**src/rtl/jk_pkg.sv**
```systemverilog
// Shared JK flip-flop definitions: command encoding and the excitation function
// that maps a (present, next) bit pair back to the J/K drive producing it.
package jk_pkg;

    typedef enum logic [1:0] {
        JK_HOLD = 2'b00,
        JK_CLR  = 2'b01,
        JK_SET  = 2'b10,
        JK_TOG  = 2'b11
    } jk_cmd_t;

    // Don't-care entries of the excitation table resolve to 0, so toggle is never produced.
    function automatic jk_cmd_t jk_excite(input logic q, input logic q_next);
        case ({q, q_next})
            2'b01:   return JK_SET;
            2'b10:   return JK_CLR;
            default: return JK_HOLD;
        endcase
    endfunction

endpackage

```
**src/rtl/jk_cell.sv**
```systemverilog
// Single JK flip-flop with synchronous active-high reset.
module jk_cell
    import jk_pkg::*;
(
    input  logic clk,
    input  logic reset,
    input  logic j,
    input  logic k,
    output logic q
);

    // NOTE: state is written with non-blocking assignments so every flop samples pre-edge values.
    always_ff @(posedge clk) begin
        if (reset) begin
            q <= 1'b0;
        end else begin
            case (jk_cmd_t'({j, k}))
                JK_HOLD: q <= q;
                JK_CLR:  q <= 1'b0;
                JK_SET:  q <= 1'b1;
                JK_TOG:  q <= ~q;
                default: q <= q;
            endcase
        end
    end

endmodule

```
**src/rtl/jk_mod_counter.sv**
```systemverilog
// Mod-N up/down counter built from JK cells; next count is converted to J/K drive.
// Optional registered Gray-code output when JK_MOD_COUNTER_GRAY_EN is defined.
module jk_mod_counter
    import jk_pkg::*;
#(
    parameter int WIDTH   = 4,
    parameter int MODULUS = 10
) (
    input  logic             clk,
    input  logic             reset,
    input  logic             en,
    input  logic             up,
    input  logic             load,
    input  logic [WIDTH-1:0] load_val,
    output logic [WIDTH-1:0] q,
    output logic [WIDTH-1:0] j_vec,
    output logic [WIDTH-1:0] k_vec,
    output logic             tc,
    output logic             load_err
`ifdef JK_MOD_COUNTER_GRAY_EN
    ,
    output logic [WIDTH-1:0] q_gray
`endif
);

    localparam logic [WIDTH-1:0] MAX_COUNT = WIDTH'(MODULUS - 1);
    localparam logic [WIDTH:0]   MOD_EXT   = (WIDTH + 1)'(MODULUS);

    logic [WIDTH-1:0] target;
    logic             load_bad;
    logic             at_max;
    logic             at_zero;

    assign load_bad = ({1'b0, load_val} >= MOD_EXT);
    assign at_max   = (q == MAX_COUNT);
    assign at_zero  = (q == '0);

    // NOTE: target gets a default first so no path through the block leaves it unassigned (no latch).
    always_comb begin
        target = q;
        if (load) begin
            target = load_bad ? '0 : load_val;
        end else if (en) begin
            if (up) begin
                target = at_max ? '0 : q + 1'b1;
            end else begin
                target = at_zero ? MAX_COUNT : q - 1'b1;
            end
        end
    end

    assign tc = en & ~load & ((up & at_max) | (~up & at_zero));

    for (genvar i = 0; i < WIDTH; i++) begin : g_cell
        assign {j_vec[i], k_vec[i]} = jk_excite(q[i], target[i]);

        jk_cell u_cell (
            .clk   (clk),
            .reset (reset),
            .j     (j_vec[i]),
            .k     (k_vec[i]),
            .q     (q[i])
        );
    end

    always_ff @(posedge clk) begin
        if (reset) begin
            load_err <= 1'b0;
        end else begin
            load_err <= load & load_bad;
        end
    end

`ifdef JK_MOD_COUNTER_GRAY_EN
    // Encoded from target so the Gray value lands on the same edge as q.
    always_ff @(posedge clk) begin
        if (reset) begin
            q_gray <= '0;
        end else begin
            q_gray <= target ^ (target >> 1);
        end
    end
`endif

endmodule

```
**config.mk**
```make
export PLATFORM = sky130hd
export DESIGN_NAME = jk_mod_counter
export DESIGN_NICKNAME = d
export VERILOG_FILES = /design/src/rtl/jk_pkg.sv /design/src/rtl/jk_cell.sv /design/src/rtl/jk_mod_counter.sv
export SDC_FILE = /design/constraint.sdc
export NUM_CORES = 1
export LEC_CHECK = 0
export ABC_AREA = 1
export CORE_MARGIN = 3
export CORE_UTILIZATION = 46
export CTS_BUF_LIST = sky130_fd_sc_hd__clkbuf_4 sky130_fd_sc_hd__clkbuf_8
export CTS_CLUSTER_DIAMETER = 100
export DETAILED_ROUTE_END_ITERATION = 12
export HOLD_SLACK_MARGIN = 0.1
export PLACE_DENSITY = 0.88
export SYNTH_ARGS = -nofsm -noshare
export SYNTH_HDL_FRONTEND = slang
export SYNTH_SLANG_ARGS = --single-unit
```
**constraint.sdc**
```tcl
create_clock -name clk -period 2.2 [get_ports clk]
set_clock_uncertainty 0.2 [all_clocks]
set_input_delay 0.33 -clock clk [delete_from_list [all_inputs] [get_ports clk]]
set_output_delay 0.33 -clock clk [all_outputs]
set_load 0.01 [all_outputs]
```
==> results by group, run 1 <==
Min path
  • Hold Crit Class: reg -> reg
  • Hold Startpoint: g_cell[1].u_cell.q$_SDFFE_PP0P_
  • Hold endpoint: g_cell[1].u_cell.q$_SDFFE_PP0P_
  • Hold Path Cell Cnt: 3

Critical path
  • CP max FO: 4
  • Critical Path End Type: primary output
  • FF-to-FF Start: g_cell[0].u_cell.q$_SDFFE_PP0P_
  • Critical path class: reg -> out
  • CP Launch Type: register
  • CP required: 1.67 ns
  • FF-to-FF path depth: 8
  • Critical Path AT: 1.71 ns
  • Reg2reg end: g_cell[3].u_cell.q$_SDFFE_PP0P_
  • R2r setup slk: 0.27 ns

GRT
  • Total GRT Usage: 0.2206
  • Overflow after GRT: 0
  • Number of global-route vias before repair: 771
  • First-pass GRT wire length: 3174 um
  • Pin count of the biggest net entering global routing: 8
  • Initial antenna violation count: 0

Logic synthesis
  • Synth area leader: ha_1
  • Mapped Cells: 99
  • Async SR Flop Fraction: 0
  • Sequential area share after synthesis: 0.1473
  • Commonest cells in the netlist: nand2_1 (17), buf_4 (12), ha_1 (12)
  • Top-count cell post-synth: nand2_1
  • Number of synthesized flops with an enable pin: 0
  • Post-Syn Area: 679.4 um^2
  • Distinct cells, synth: 22
  • Average cell area after synthesis: 6.863 um^2
  • FF+latch count, synth: 5
  • Top cell type's share of synthesized area: 0.2210
  • Syn nets: 120
  • Synth area leaders: ha_1 (22%), dfxtp_1 (15%), buf_4 (13%), nand2_1 (9.4%), nand3_1 (5.9%)
  • Prevailing post-synth register cell: dfxtp_1
  • YS warnings: 0

Route
  • Vias per inst: 5.082
  • Avg WL per Cell: 13.09 um
  • First-pass DRT Iterations: 4
  • Total wire length: 1924 um
  • Routed Antenna Nets: 0
  • Drc violations: 0
  • DR vias: 747
  • DR iter-0 viols: 25

Timing
  • Worst slew pin tran: 0.2843 ns
  • Final min period: 2.245 ns
  • Fmax: 445.5 MHz
  • Final Cycle Share: 1.020
  • Max_slew headroom: 0.8088
  • RSZ-0062 raised after global routing: true
  • Setup violators final: 6
  • Final Hold Fails: 0
  • Setup WS post-layout: -0.04472 ns
  • Final Max Tran Viols: 0

Floorplanning
  • Initial Utilization: 0.5032
  • Standard-cell rows: 13
  • Die area: 1974 um^2
  • Die height: 44.43 um
  • I/O pins: 23
  • Die Width: 44.43 um
  • CORE AREA: 1350 um^2

Place
  • GPL Wtd Cong: 0.8804
  • Count of port buffers added during placement: 22
  • Dpl ws: -0.5089 ns
  • Hpwl dp: 1444 um

Finish
  • Layout Utilization: 0.7813
  • Synth-to-Final Area Change: 55.25%
  • Nets: 154
  • ANT cells: 0
  • Share of cells above drive strength 1: 0.4470

Clock tree
  • Sink Count: 5
  • TritonCTS Buffers: 3
  • CTS tree: built
  • Deepest clock path buffer count: 2
  • Clk Latency, worst-skew pair: 0.26 ns
  • CTS clk-pin slew, worst paths: 0.05 ns
  • Clock Root Buffer: clkbuf_4
  • Hold_buf cts: 0
  • H-tree depth: 1

Outcome
  • Failing checks: negative setup slack
  • Status: complete, but fails checks

Power and ir drop
  • Clock power share: 0.120
  • Sw frac: 0.4381
  • Logic gate share of total power: 0.724
  • Max IR drop VDD: 0.6178 mV
  • Power share of the sequential group: 0.156
  • Internal power: 617.2 uW
  • Pwr Density: 1041 nW/um^2
  • Leakage: 0.5327 nW
  • Switching power: 481.1 uW

Run
  • MaxCap Viol Count: 0
## power by group through the flow
stage	Combinational (mW)	Sequential, mW	Clock [mW]
2_1_floorplan	0.419	0.165	0
3_3_place_gp	0.663	0.154	0
3_5_place_dp	0.699	0.158	0
4_1_cts	0.778	0.164	0.131
5_1_grt	0.880	0.175	0.138
6_report	0.796	0.171	0.131
## cell usage in the layout (no fill, tap or decap), types with 4 or more instances in the layout
cell type and instances:
clkdlybuf4s50_1 10, nor2_1 8, ha_1 6, a21oi_1 5
nand2_2 4, inv_1 7, nand3_1 7, inv_2 6
nand2_1 14, buf_2 4, clkbuf_4 4, buf_6 5
a211oi_1 4, buf_4 18
## stage by stage
stage                     cell area (um^2)  hold slack (ns)  instances  power (mW)  setup TNS [ns]
after floorplan                      679.4           0.2085         99      0.5842               0
after global placement               948.4           0.4331        140      0.8171          -3.284
after detailed placement             948.4           0.4566        140      0.8567          -3.943
after CTS                             1049           0.4101        147       1.073         -0.1604
after global routing                  1055           0.4308        147       1.193         -0.7910
final                                 1055           0.4061        147       1.098         -0.1482
## worst max-delay path by stage
stage	from	endpoint	slack (ns)
finish	g_cell[0].u_cell.q$_SDFFE_PP0P_	j_vec[3]	-0.04
global route	g_cell[0].u_cell.q$_SDFFE_PP0P_	k_vec[1]	-0.12
CTS	g_cell[0].u_cell.q$_SDFFE_PP0P_	k_vec[1]	-0.06
detailed placement	en	j_vec[1]	-0.51
global placement	en	j_vec[1]	-0.44
floorplan	g_cell[0].u_cell.q$_SDFFE_PP0P_	k_vec[1]	0.14
## critical path: stages (launching register included)
cell	delay, ns
dfxtp_4	0.35
buf_4	0.15
ha_2	0.18
nand4_2	0.09
and2_4	0.15
nand3_2	0.08
a21oi_2	0.14
ha_2	0.20
buf_6	0.10
## final cells by class
type,count,area (um^2)
multi-input cells,67,496.7
inverters,15,61.31
clock buffers,4,30.03
well taps,15,18.77
repair buffers,41,342.8
flip-flops and latches,5,105.1
fillers,108,295.3
## per-layer routing
metal	GRT usage	part of all wire
met1	0.1951	0.37
met2	0.4390	0.53
met3	0.07724	0.081
met4	0.09036	0.017
met5	0	0
## registers in the layout, indices dropped and copies added (netlist names)
register and cells:
g_cell.u_cell.q 4, load_err 1
## kinds of logic after synthesis
logic type / after synthesis / share of synthesized area
fa+ha+maj: 12 / 0.2210
simple gates: 40 / 0.2763
flops: 5 / 0.1473
compound gates: 15 / 0.1400
buf+inv: 27 / 0.2155
## what timing repair did
action,CTS,global route
setup endpoints to repair,9,9
gates resized for setup,60,6
pin swaps,8,7
setup buffers,3,0
Note: power is estimated with default switching activity, not from simulation.
==> run 2: changes to the inputs <==
--- a/config.mk
+++ b/config.mk
@@ -13,6 +13,7 @@
 export DETAILED_ROUTE_END_ITERATION = 12
 export HOLD_SLACK_MARGIN = 0.1
 export PLACE_DENSITY = 0.88
+export SETUP_SLACK_MARGIN = 0.2
 export SYNTH_ARGS = -nofsm -noshare
 export SYNTH_HDL_FRONTEND = slang
 export SYNTH_SLANG_ARGS = --single-unit
==> run 2 against run 1 <==
Compared with the run above:
- the run ends with design-rule violations, negative setup slack left
- first-iteration DRC count increased by 36%
- hold slack got worse by 0.055 ns
- non-clock buffer count increased by 6
- combinational power grew 34%
- power rose by 27%
- design area up 21%
- clock power hardly changed
- cell count grew 4.1%
- via count up 24%
- die area unchanged
- global-route usage rose by 8.0 points
- fmax fell by 1.4%
- critical endpoint is now k_vec[0]
==> results by group, run 2 (synthesized netlist as in run 1, its figures left out) <==
Finish
  • Commonest non-fill, non-tap cell in the layout: buf_4
  • Layout Utilization: 0.9425
  • Final instance area: 1272 um^2
  • Fill count: 43
  • Reg with most FFs: g_cell.u_cell.q
  • Share of cells above drive strength 1: 0.6377
  • Multi-input gate area: 636.9 um^2
  • Top flop regs: g_cell.u_cell.q x4, load_err x1
  • Max FFs per register: 4
  • Register area: 112.6 um^2
  • Nets: 160
  • Commonest non-fill, non-tap cells in the layout: buf_4 (21), nand2_1 (10), buf_6 (10)
  • ANT cells: 0
  • Synth-to-Final Area Change: 87.29%

Route
  • Vias per inst: 6.052
  • Avg WL per Cell: 21.24 um
  • Drc violations: 2
  • DR vias: 926
  • DR iter-0 viols: 34
  • Total wire length: 3249 um
  • Routed Antenna Nets: 0
  • First-pass DRT Iterations: 8

Clock tree
  • Clk Latency, worst-skew pair: 0.25 ns
  • Hold_buf cts: 0
  • Clock Root Buffer: clkbuf_4
  • CTS tree: built
  • Sink Count: 5
  • CTS clk-pin slew, worst paths: 0.05 ns
  • TritonCTS Buffers: 3
  • H-tree depth: 1
  • Deepest clock path buffer count: 2

Critical path
  • Buf+Inv Stages, Crit Path: 3
  • Reg2reg end: g_cell[2].u_cell.q$_SDFFE_PP0P_
  • Critical Path End Type: primary output
  • Instance count on the critical path: 10
  • CP required: 1.67 ns
  • Crit path from: g_cell[1].u_cell.q$_SDFFE_PP0P_
  • Crit-path leading delay family: simple AND/OR/NAND/NOR gates
  • R2r setup slk: 0.10 ns
  • CP Launch Type: register
  • Critical Path AT: 1.75 ns
  • FF-to-FF Start: g_cell[1].u_cell.q$_SDFFE_PP0P_
  • CP max FO: 4
  • Slowest stage cell, crit path: dfxtp_4
  • FF-to-FF path depth: 13
  • Worst path cell trace: inv_4, ha_1, nand4_2, nand2_1, nand3_1, nand2_1, nand2_2, inv_1, ha_1, buf_2
  • Critical path class: reg -> out
  • Critical Path End: k_vec[0]
  • Slowest stage delay, CP: 0.35 ns

GRT
  • Total GRT Usage: 0.3003
  • Pin count of the biggest net entering global routing: 8
  • Overflow after GRT: 0
  • First-pass GRT wire length: 4181 um
  • Initial antenna violation count: 0
  • Number of global-route vias before repair: 810

Timing
  • Setup WS post-layout: -0.07555 ns
  • Setup violators final: 6
  • Fmax: 439.5 MHz
  • Final Hold Fails: 0
  • Worst slew pin tran: 0.3562 ns
  • Setup TNS: -0.2180 ns
  • Final Max Tran Viols: 0
  • Max_slew headroom: 0.7618
  • RSZ-0062 raised after global routing: true
  • Final min period: 2.276 ns
  • Final Cycle Share: 1.034

Floorplanning
  • Initial Utilization: 0.5032
  • Standard-cell rows: 13
  • I/O pins: 23
  • Die area: 1974 um^2
  • CORE AREA: 1350 um^2
  • Die height: 44.43 um
  • Die Width: 44.43 um

Place
  • GPL Wtd Cong: 0.9099
  • Hpwl dp: 1405 um
  • Count of port buffers added during placement: 22
  • Dpl cell area: 965.9 um^2
  • Dpl ws: -0.5155 ns

Run
  • MaxCap Viol Count: 0

Outcome
  • Status: complete, but fails checks
  • Failing checks: design-rule violations, negative setup slack

Power and ir drop
  • Final Power: 1.396 mW
  • Leakage: 0.5999 nW
  • Pwr Density: 1097 nW/um^2
  • Max IR drop VDD: 0.8837 mV

Min path
  • Hold Crit Class: in -> reg
## run 2: cell count changes in the layout (fill, tap and decap cells not counted), moves of 3 or more
cell | previous run | this run
buf_6 | 5 | 10
nand2_1 | 14 | 10
nand3_1 | 7 | 3
nor2_1 | 8 | 4
buf_4 | 18 | 21
ha_1 | 6 | 3
ha_4 | 3 | 6
nor2_2 | 1 | 4
## run 2: final cells by class
cell class,count,share of cell area
Timing Repair Buffer,47,0.3225
Tap cell,15,0.01475
Multi-Input combinational cell,67,0.5005
Inverter,15,0.05015
Clock buffer,4,0.02360
Sequential cell,5,0.08850
## run 2: how the worst min path moves through the flow
stage	end	startpoint	cells after the start
after floorplan	g_cell[0].u_cell.q$_SDFFE_PP0P_	reset	1
final	load_err$_SDFF_PP0_	load_val[3]	3
after detailed placement	g_cell[3].u_cell.q$_SDFFE_PP0P_	g_cell[3].u_cell.q$_SDFFE_PP0P_	2
after global placement	g_cell[3].u_cell.q$_SDFFE_PP0P_	g_cell[3].u_cell.q$_SDFFE_PP0P_	2
after CTS	load_err$_SDFF_PP0_	load_val[3]	3
after global routing	load_err$_SDFF_PP0_	load_val[3]	3
## run 2: timing repair
item	4_1_cts	5_1_grt
pin swaps	14	15
endpoints found under the setup margin	9	13
setup buffers	3	4
resized for setup	70	35
## run 2: layer usage
metal / part of all wire / vias to the layer above / wire length (um) / GRT usage
met3: 0.085 / 20 / 275 / 0.04878
met2: 0.49 / 80 / 1588 / 0.5058
li1: - / 394 / - / -
met5: 0 / - / 0 / 0
met1: 0.38 / 432 / 1232 / 0.3431
met4: 0.047 / 0 / 153 / 0.2048
## run 2: where the power goes
| group | total, mW | leakage, nW | switching, mW | internal [mW] |
|---|---|---|---|---|
| registers | 0.203 | 0.0435 | 0.0689 | 0.134 |
| logic | 1.07 | 0.538 | 0.544 | 0.522 |
| clock network | 0.128 | 0.0184 | 0.0465 | 0.0815 |
| total | 1.40 | 0.600 | 0.659 | 0.737 |
## run 2: tightest hold or removal path, cell delays in order
cell,delay [ns]
dlygate4sd2_1,0.26
inv_2,0.10
nor4_1,0.06
## run 2: per-stage QoR
stage / hold slack, ns / instances
3_3_place_gp: 0.4206 / 142
5_1_grt: 0.3548 / 153
2_1_floorplan: 0.2010 / 99
6_report: 0.3507 / 153
4_1_cts: 0.3178 / 149
3_5_place_dp: 0.4259 / 142
